**config.mk**
```make
export PLATFORM = sky130hd
export DESIGN_NAME = seg_scan_driver
export DESIGN_NICKNAME = d
export VERILOG_FILES = /design/src/rtl/seg_scan_driver.sv
export SDC_FILE = /design/constraint.sdc
export NUM_CORES = 1
export LEC_CHECK = 0
export CAP_MARGIN = 20
export CORE_MARGIN = 10
export CORE_UTILIZATION = 30
export DETAILED_ROUTE_END_ITERATION = 7
export SYNTH_ARGS = -nofsm -noshare
export SYNTH_HDL_FRONTEND = slang
export SYNTH_SLANG_ARGS = --single-unit
export TNS_END_PERCENT = 30
```
**constraint.sdc**
```tcl
create_clock -name clk_i -period 2.7 [get_ports clk_i]
set_input_delay 0.54 -clock clk_i [delete_from_list [all_inputs] [get_ports clk_i]]
set_output_delay 0.54 -clock clk_i [all_outputs]
set_load 0.05 [all_outputs]
```
**src/rtl/seg_scan_driver.sv**
```systemverilog
// seg_scan_driver: time-multiplexed 7-segment scan driver.
//
// It scans NUM_DIGITS digits one at a time. Each digit slot lasts SCAN_DIV
// clocks and opens with BLANK_CYC clocks where every enable is low, so the
// previous digit's segments do not ghost onto the next one. The display
// contents sit in shadow registers that are loaded by load_i. Blinking uses
// a phase flag that toggles every BLINK_DIV scan ticks.
//
// Ports:
//   clk_i        system clock
//   rst_ni       synchronous active-low reset
//   load_i       copy codes/dp/enable/blink masks into the shadow registers
//   codes_i      glyph code per digit; digit i is at [4i+3:4i]
//   dp_mask_i    decimal point per digit
//   digit_en_i   1 = digit displayed
//   blink_en_i   global blink enable; used live, not shadowed
//   blink_mask_i 1 = digit blinks while blink_en_i is high
//   seg_out_o    segments a..g at [7:1], dp at [0]; active high, registered
//   seg_en_o     one-hot digit enable; active high, registered
//   scan_idx_o   index of the digit that currently owns the slot
module seg_scan_driver #(
  parameter int unsigned NUM_DIGITS = 8,
  parameter int unsigned SCAN_DIV   = 100000,
  parameter int unsigned BLANK_CYC  = 16,
  parameter int unsigned BLINK_DIV  = 250,
  localparam int unsigned IdxW      = (NUM_DIGITS > 1) ? $clog2(NUM_DIGITS) : 1
) (
  input  logic                    clk_i,
  input  logic                    rst_ni,
  input  logic                    load_i,
  input  logic [4*NUM_DIGITS-1:0] codes_i,
  input  logic [NUM_DIGITS-1:0]   dp_mask_i,
  input  logic [NUM_DIGITS-1:0]   digit_en_i,
  input  logic                    blink_en_i,
  input  logic [NUM_DIGITS-1:0]   blink_mask_i,
  output logic [7:0]              seg_out_o,
  output logic [NUM_DIGITS-1:0]   seg_en_o,
  output logic [IdxW-1:0]         scan_idx_o
);

  localparam int unsigned PreW = (SCAN_DIV > 1) ? $clog2(SCAN_DIV) : 1;
  localparam int unsigned BlkW = (BLINK_DIV > 1) ? $clog2(BLINK_DIV) : 1;

  localparam logic [PreW-1:0] PreLast  = PreW'(SCAN_DIV - 1);
  localparam logic [PreW-1:0] BlankCyc = PreW'(BLANK_CYC);
  localparam logic [BlkW-1:0] BlkLast  = BlkW'(BLINK_DIV - 1);
  localparam logic [IdxW-1:0] IdxLast  = IdxW'(NUM_DIGITS - 1);

  // Segment pattern for a glyph code; bit 0 (dp) is always 0 here.
  function automatic logic [7:0] glyph(input logic [3:0] code);
    logic [7:0] seg;
    case (code)
      4'h0:    seg = 8'hFC;
      4'h1:    seg = 8'h60;
      4'h2:    seg = 8'hDA;
      4'h3:    seg = 8'hF2;
      4'h4:    seg = 8'h66;
      4'h5:    seg = 8'hB6;
      4'h6:    seg = 8'hBE;
      4'h7:    seg = 8'hE0;
      4'h8:    seg = 8'hFE;
      4'h9:    seg = 8'hE6;
      4'hA:    seg = 8'h1C;  // L
      4'hB:    seg = 8'hAA;  // M
      4'hC:    seg = 8'h6E;  // H
      4'hD:    seg = 8'h02;  // -
      default: seg = 8'h00;  // E/F: blank
    endcase
    return seg;
  endfunction

  logic [PreW-1:0]                pre_q, pre_d;
  logic [IdxW-1:0]                idx_q, idx_d;
  logic [BlkW-1:0]                blk_cnt_q, blk_cnt_d;
  logic                           blk_phase_q, blk_phase_d;
  logic [NUM_DIGITS-1:0][3:0]     codes_q, codes_d;
  logic [NUM_DIGITS-1:0]          dp_q, dp_d;
  logic [NUM_DIGITS-1:0]          en_q, en_d;
  logic [NUM_DIGITS-1:0]          bmask_q, bmask_d;
  logic [7:0]                     seg_out_q, seg_out_d;
  logic [NUM_DIGITS-1:0]          seg_en_q, seg_en_d;
  logic                           scan_tick;
  logic                           blanked;

  // Prescaler, digit index and blink timing.
  always_comb begin
    scan_tick   = (pre_q == PreLast);
    pre_d       = scan_tick ? '0 : pre_q + 1'b1;
    idx_d       = idx_q;
    blk_cnt_d   = blk_cnt_q;
    blk_phase_d = blk_phase_q;
    if (scan_tick) begin
      idx_d = (idx_q == IdxLast) ? '0 : idx_q + 1'b1;
      if (blk_cnt_q == BlkLast) begin
        blk_cnt_d   = '0;
        blk_phase_d = ~blk_phase_q;
      end else begin
        blk_cnt_d = blk_cnt_q + 1'b1;
      end
    end
  end

  // Shadow registers; holding load high makes them follow the inputs.
  always_comb begin
    codes_d = codes_q;
    dp_d    = dp_q;
    en_d    = en_q;
    bmask_d = bmask_q;
    if (load_i) begin
      codes_d = codes_i;
      dp_d    = dp_mask_i;
      en_d    = digit_en_i;
      bmask_d = blink_mask_i;
    end
  end

  // Output decode from the pre-edge state, so outputs trail state by one cycle.
  always_comb begin
    seg_en_d  = '0;
    seg_out_d = '0;
    blanked   = (pre_q < BlankCyc) || !en_q[idx_q] ||
                (blink_en_i && bmask_q[idx_q] && blk_phase_q);
    if (!blanked) begin
      seg_en_d[idx_q] = 1'b1;
      seg_out_d       = glyph(codes_q[idx_q]) | {7'b0, dp_q[idx_q]};
    end
  end

  always_ff @(posedge clk_i) begin
    if (!rst_ni) begin
      pre_q       <= '0;
      idx_q       <= '0;
      blk_cnt_q   <= '0;
      blk_phase_q <= 1'b0;
      codes_q     <= {NUM_DIGITS{4'hE}};
      dp_q        <= '0;
      en_q        <= '0;
      bmask_q     <= '0;
      seg_out_q   <= '0;
      seg_en_q    <= '0;
    end else begin
      pre_q       <= pre_d;
      idx_q       <= idx_d;
      blk_cnt_q   <= blk_cnt_d;
      blk_phase_q <= blk_phase_d;
      codes_q     <= codes_d;
      dp_q        <= dp_d;
      en_q        <= en_d;
      bmask_q     <= bmask_d;
      seg_out_q   <= seg_out_d;
      seg_en_q    <= seg_en_d;
    end
  end

  assign seg_out_o  = seg_out_q;
  assign seg_en_o   = seg_en_q;
  assign scan_idx_o = idx_q;

endmodule
```
# [After elaboration in Yosys (flattened, before gate mapping)]
# Memories as Yosys holds them, arrays and structs flattened.
# Cells that the tools add are included.
[word_totals] wordCells=52 ff_bits=101 mem_bits_ro=112 in_bits=60 n_memories=1
[memory_table] memory="(name not given)" words=16 word_bits=7 rd=1 rd_clocked_by_memory_dff=0 wr=0 line_no="52" source="case (code)"
[op_classes] order_cmp=3 n_reduce_logical=9 mux=13 n_bitwise=3 n_eq_ne=3 add_sub_neg=3
[op_table] cell="adder 17 x 1 -> 17 bit, second input constant" n=1
[op_table] cell="== test 17 bit, second input constant" n=1
[op_table] cell="less-than comparator 17 x 5 -> 1 bit, second input constant" n=1
[op_table] cell="2-to-1 mux 8 bit" n=2
[op_table] cell="binary-select mux 4 bit (select 3 bit)" n=1
[op_table] cell="binary-select mux 1 bit (select 3 bit)" n=3
[op_table] cell="adder 8 x 1 -> 8 bit, second input constant" n=1
[op_table] cell="== test 8 bit, second input constant" n=1
[op_table] cell="OR 8 x 1 -> 8 bit" n=1
[op_table] cell="less-than comparator 3 x 4 -> 1 bit, second input constant" n=1
[op_table] cell="2-to-1 mux 1 bit" n=4
[op_table] cell="2-to-1 mux 4 bit" n=1
[op_table] cell="OR reduction 2 bit" n=2
[op_table] cell="adder 3 x 1 -> 3 bit, second input constant" n=1
[op_table] cell="demux 1 bit (select 3 bit)" n=1
[op_table] cell="== test 3 bit, second input constant" n=1
[op_table] cell="greater-or-equal comparator 3 x 1 -> 1 bit, second input constant" n=1
[op_table] cell="logical AND 1 bit" n=3
[op_table] cell="2-to-1 mux 3 bit" n=1
[op_table] cell="logical OR 1 bit" n=2
[op_table] cell="inverter 1 bit" n=2
[op_table] cell="AND reduction 2 bit" n=1
[op_table] cell="logical NOT 1 bit" n=1

# [Longest topological paths before layout]
[depth] ltp_word=7 ltp_mapped=12

# [Least setup slack after synthesis]
# Ideal clock, no wire load.
[synth_timing] path_kind="register to register" start="reg idx_q[0] (netlist: scan_idx_o[0])" end="reg seg_out_q[1] (netlist: seg_out_o[1])" setup_time_ns=0.115 setup_slack_ns=-0.067 required_ns=2.585 synth_period_minus_slack_ns=2.767 arrival_time_ns=2.651 path_buffers=3 stages_incl_launch_ff=13 path_cell_list="dfxtp_1 -> buf_4 -> buf_4 -> clkbuf_1 -> nor3b_1 -> o21ai_0 -> o2111ai_1 -> inv_1 -> ha_1 -> nand2_1 -> a21boi_0 -> a211oi_1 -> o21ba_2"
[synth_via] elab_chain_len=6 word_cells_on_any_way=15
[synth_rtl] element="from (decl)" line_no="73" source="logic [IdxW-1:0] idx_q, idx_d;"
[synth_rtl] element="from (signal assigned)" line_no="143" source="idx_q <= idx_d;"
[synth_rtl] element="parallel branches: the longest is 6 deep, another holds memory read (16 x 7 bit)"
[synth_rtl] element="to (signal assigned)" line_no="150" source="seg_out_q <= seg_out_d;"
[synth_rtl] element="to (decl)" line_no="80" source="logic [7:0] seg_out_q, seg_out_d;"
# Several ways; the timed one is not identified. The select of a mux whose other input is x is not followed.
# A chain may end at the register's enable or synchronous reset.

# [Worst setup path after layout]
[layout_timing] start="reg idx_q[0] (netlist: scan_idx_o[0])" end="out scan_idx_o[0]"
[layout_rtl] element="to (decl)" line_no="38" source="output logic [IdxW-1:0] scan_idx_o"
# No word-level cell between the ends.

==> metrics.md <==
| Metric | Value |
|---|---|
| RR Endpoint | seg_en_o[2] |
| Post-synth top flop | dfxtp_1 |
| Hold Path Class | register to register |
| DR WL/cell | approximately 15 µm |
| Worst VDD drop | 0.325 mV |
| Clk_lat worst skew | around 0.35 ns |
| Final slew viol count | 0 |
| Most frequent cells in the layout | dfxtp_1, clkdlybuf4s50_1, mux2i_1, nand2_1 |
| Via density | between 4 and 5 |
| Warnings from Yosys | 0 |
| Fraction of registers with async set/reset | 0 |
| Syn Inst Count | roughly 450 |
| Slew HR | 0.621 |
| CP bufs+invs | 2 |
| Critical-path cell list | buf_6 -> clkdlybuf4s50_1 |
| Adder-cell share of the synthesized area | 0.0309 |
| Simple-Gate Fraction of Synth Area | 0.189 |
| Layout Nets | 597 |
| Top-Level Pins | 79 |
| Syn_nets | approximately 520 |
| Hold Path Cell Cnt | 1 |
| Clock-pin slew on the worst setup and hold paths | about 0.060 ns |
| Initial Util | 0.306 |
| Slowest cell on crit path | clkdlybuf4s50_1 |
| H-tree levels | 3 |
| Vias in the first global route | 3457 |
| Multi-input gate area | about 2300 µm² |
| Root buf cell | clkbuf_16 |
| Row count | 44 |
| CP Launch Type | register |
| Initial antenna violation count | 0 |
| Max_cap viols | 0 |
| Via count | 3387 |
| Synth-to-layout area growth | 27.5% |
| N_diodes | 0 |
| Compound-gate portion of the synthesized area | 0.0677 |
| Worst Min Path Start | pre_q[0] |
| Global-route wire length before repair | between 15000 and 20000 µm |
| CTS tree | done |
| Crit path largest cell delay | between 0.8 and 0.9 ns |
| Period minus WS final | 2.43 ns |
| Combinational family with the most area after synthesis | simple AND/OR/NAND/NOR gates |
| Power Dens Cells | 530 nW/µm² |
| CTS buffer count | 9 |
| Slew at the pin with the worst max-slew slack | around 0.57 ns |
| Syn avg cell area | between 9 and 10 µm² |
| Ranking of synthesized cells by area | dfxtp_1, mux2i_1, nor2b_1 |
| Multiplexer share of the synthesized area | 0.184 |
| Detailed placement HPWL | 8320 µm |
| Total gr overflow | 0 |
| EDFF count, synth | 0 |
| Setup Skew | 0.00771 ns |
| Data required time at the worst endpoint | 2.16 ns |
| Final setup violating endpoints | 0 |
| DR DRC count | 0 |
| Worst reg-to-reg path cell count | 7 |
| Reg-to-reg startpoint | scan_idx_o[1] |
| Post-CTS sizing | 0 |
| Core area | 14500 µm² |
| Yosys top cell area share | 0.454 |
| Worst EP arrival | approximately 1.9 ns |
| Die ar. | 20100 µm² |
| Largest net degree at the start of global routing | 53 |
| Peak Freq | 0.412 GHz |
| Mapped Area | around 4500 µm² |
| TritonCTS Sinks | around 100 |
| Setup crit end kind | primary output |
| Fin crit share | 0.899 |
| XOR/XNOR share of the synthesized area | 0.0393 |
| Worst Setup SP | scan_idx_o[0] |
| Yosys cell types | 45 |
| Worst path top cell family by delay | buffers and inverters |
| Layout cells sized above 1 | 0.0777 |
| DIE HEIGHT | roughly 140 µm |
| ANT nets after route | 0 |
| Clk buf depth | 2 |
| Worst Hold Endpoint | pre_q[0] |
| Status | completed |
| Reg-to-reg slack, setup | about 0.37 ns |
| Die Width | around 140 µm |
| Final hold slack | 0.455 ns |
| Port Buffers | just under 80 |
| Seq. cell area | roughly 2000 µm² |
| Most common cell after layout, fill and taps aside | dfxtp_1 |
| Final hold vios | 0 |
| # fillers | between 1k and 1.5k |
| TritonRoute pass-1 iters | 4 |
| DR iter-0 viols | 191 |
| Worst path depth | 2 |
| Sequential area share after synthesis | 0.454 |
| TNS Setup | 0 ns |
| Lkg Pwr | roughly 2.2 nW |
| RSZ-0062 raised after global routing | false |
| Post-CTS Hold Fix Bufs | 0 |
| GRT Total Usage | 0.110 |
| Layout Utilization | 0.391 |
| CP max FO | 22 |
| Detailed Route WL | between 10000 and 15000 µm |
| WS Path Type | register to primary output |
| Yosys reg bits | 101 |
| Synth area leader | dfxtp_1 |
| Setup Buffers After CTS | 0 |
| Gpl congestion | 0.790 |
-- cell usage after synthesis, types with 7 or more instances --
cell type  instances
nor3_1            12
a21oi_1            7
o21ai_0            8
dfxtp_1          101
inv_1              9
clkbuf_1          10
buf_2              8
ha_1              11
nand2_1           45
xnor2_1           10
nor2b_1           35
nand3_1            8
xor2_1            10
nor2_1            35
mux2i_1           64
-- area by class of cell --
cell class                      instances  share of cell area
Multi-Input combinational cell        316               0.401
Sequential cell                       101               0.356
Timing Repair Buffer                   89               0.151
Clock buffer                           11              0.0427
Tap cell                              184              0.0405
Inverter                                9             0.00595
Clock inverter                          2             0.00220
-- metrics by stage --
| step | cells | power, mW | instance area (µm²) | setup WS [ns] |
|---|---|---|---|---|
| CTS | 712 | 3.05 | 5680 | 0.145 |
| detailed placement | 699 | 1.90 | 5420 | 0.300 |
| global route | 712 | 3.14 | 5680 | 0.0736 |
| finish | 712 | 3.01 | 5680 | 0.272 |
| global placement | 699 | 1.89 | 5420 | 0.398 |
| floorplan | 453 | 1.76 | 4460 | 0.0358 |
-- flip-flops by register name, summed over array words and instances (netlist names) --
| register | count |
|---|---|
| seg_out_o | 8 |
| blk_cnt_q | 8 |
| scan_idx_o | 3 |
| pre_q | 17 |
| codes_q | 32 |
| bmask_q | 8 |
| seg_en_o | 8 |
| dp_q | 8 |
| en_q | 8 |
| blk_phase_q | 1 |
-- routing by layer --
metal / vias to the layer above / wire length (µm) / global-route usage
li1: 1718 / - / -
met1: 1594 / 4920 / 0.132
met2: 69 / 5290 / 0.181
met3: 6 / 612 / 0.0401
met4: 0 / 97 / 0.0296
met5: - / 0 / 0
-- worst max-delay path by stage --
stage	slack, ns	to
4_1_cts	0.15	scan_idx_o[0]
3_5_place_dp	0.30	seg_out_o[1]
6_report	0.27	scan_idx_o[0]
5_1_grt	0.07	seg_out_o[1]
2_1_floorplan	0.04	seg_out_o[1]
3_3_place_gp	0.40	seg_out_o[2]
-- worst register-to-register path, stage by stage, from the launching register on --
cell	delay, ns
dfxtp_2	0.59
buf_4	0.28
mux4_2	0.31
nand2b_1	0.17
o41ai_1	0.07
a311o_1	0.49
or2_1	0.25
nor3_2	0.05
-- cells by family after synthesis --
group                      Yosys count
xor gates and xnor gates            20
DFF                                101
and+or+nand+nor                    168
muxes                               74
adders and majority gates           11
AOI/OAI and AO/OA                   43
buffers and inverters               36
-- power by group --
group,leakage (nW),internal (mW),switching (mW)
Clock,0.123,0.633,0.514
Combinational,1.25,0.170,0.119
Sequential,0.827,1.54,0.0299
(Power assumes the default switching activity.)
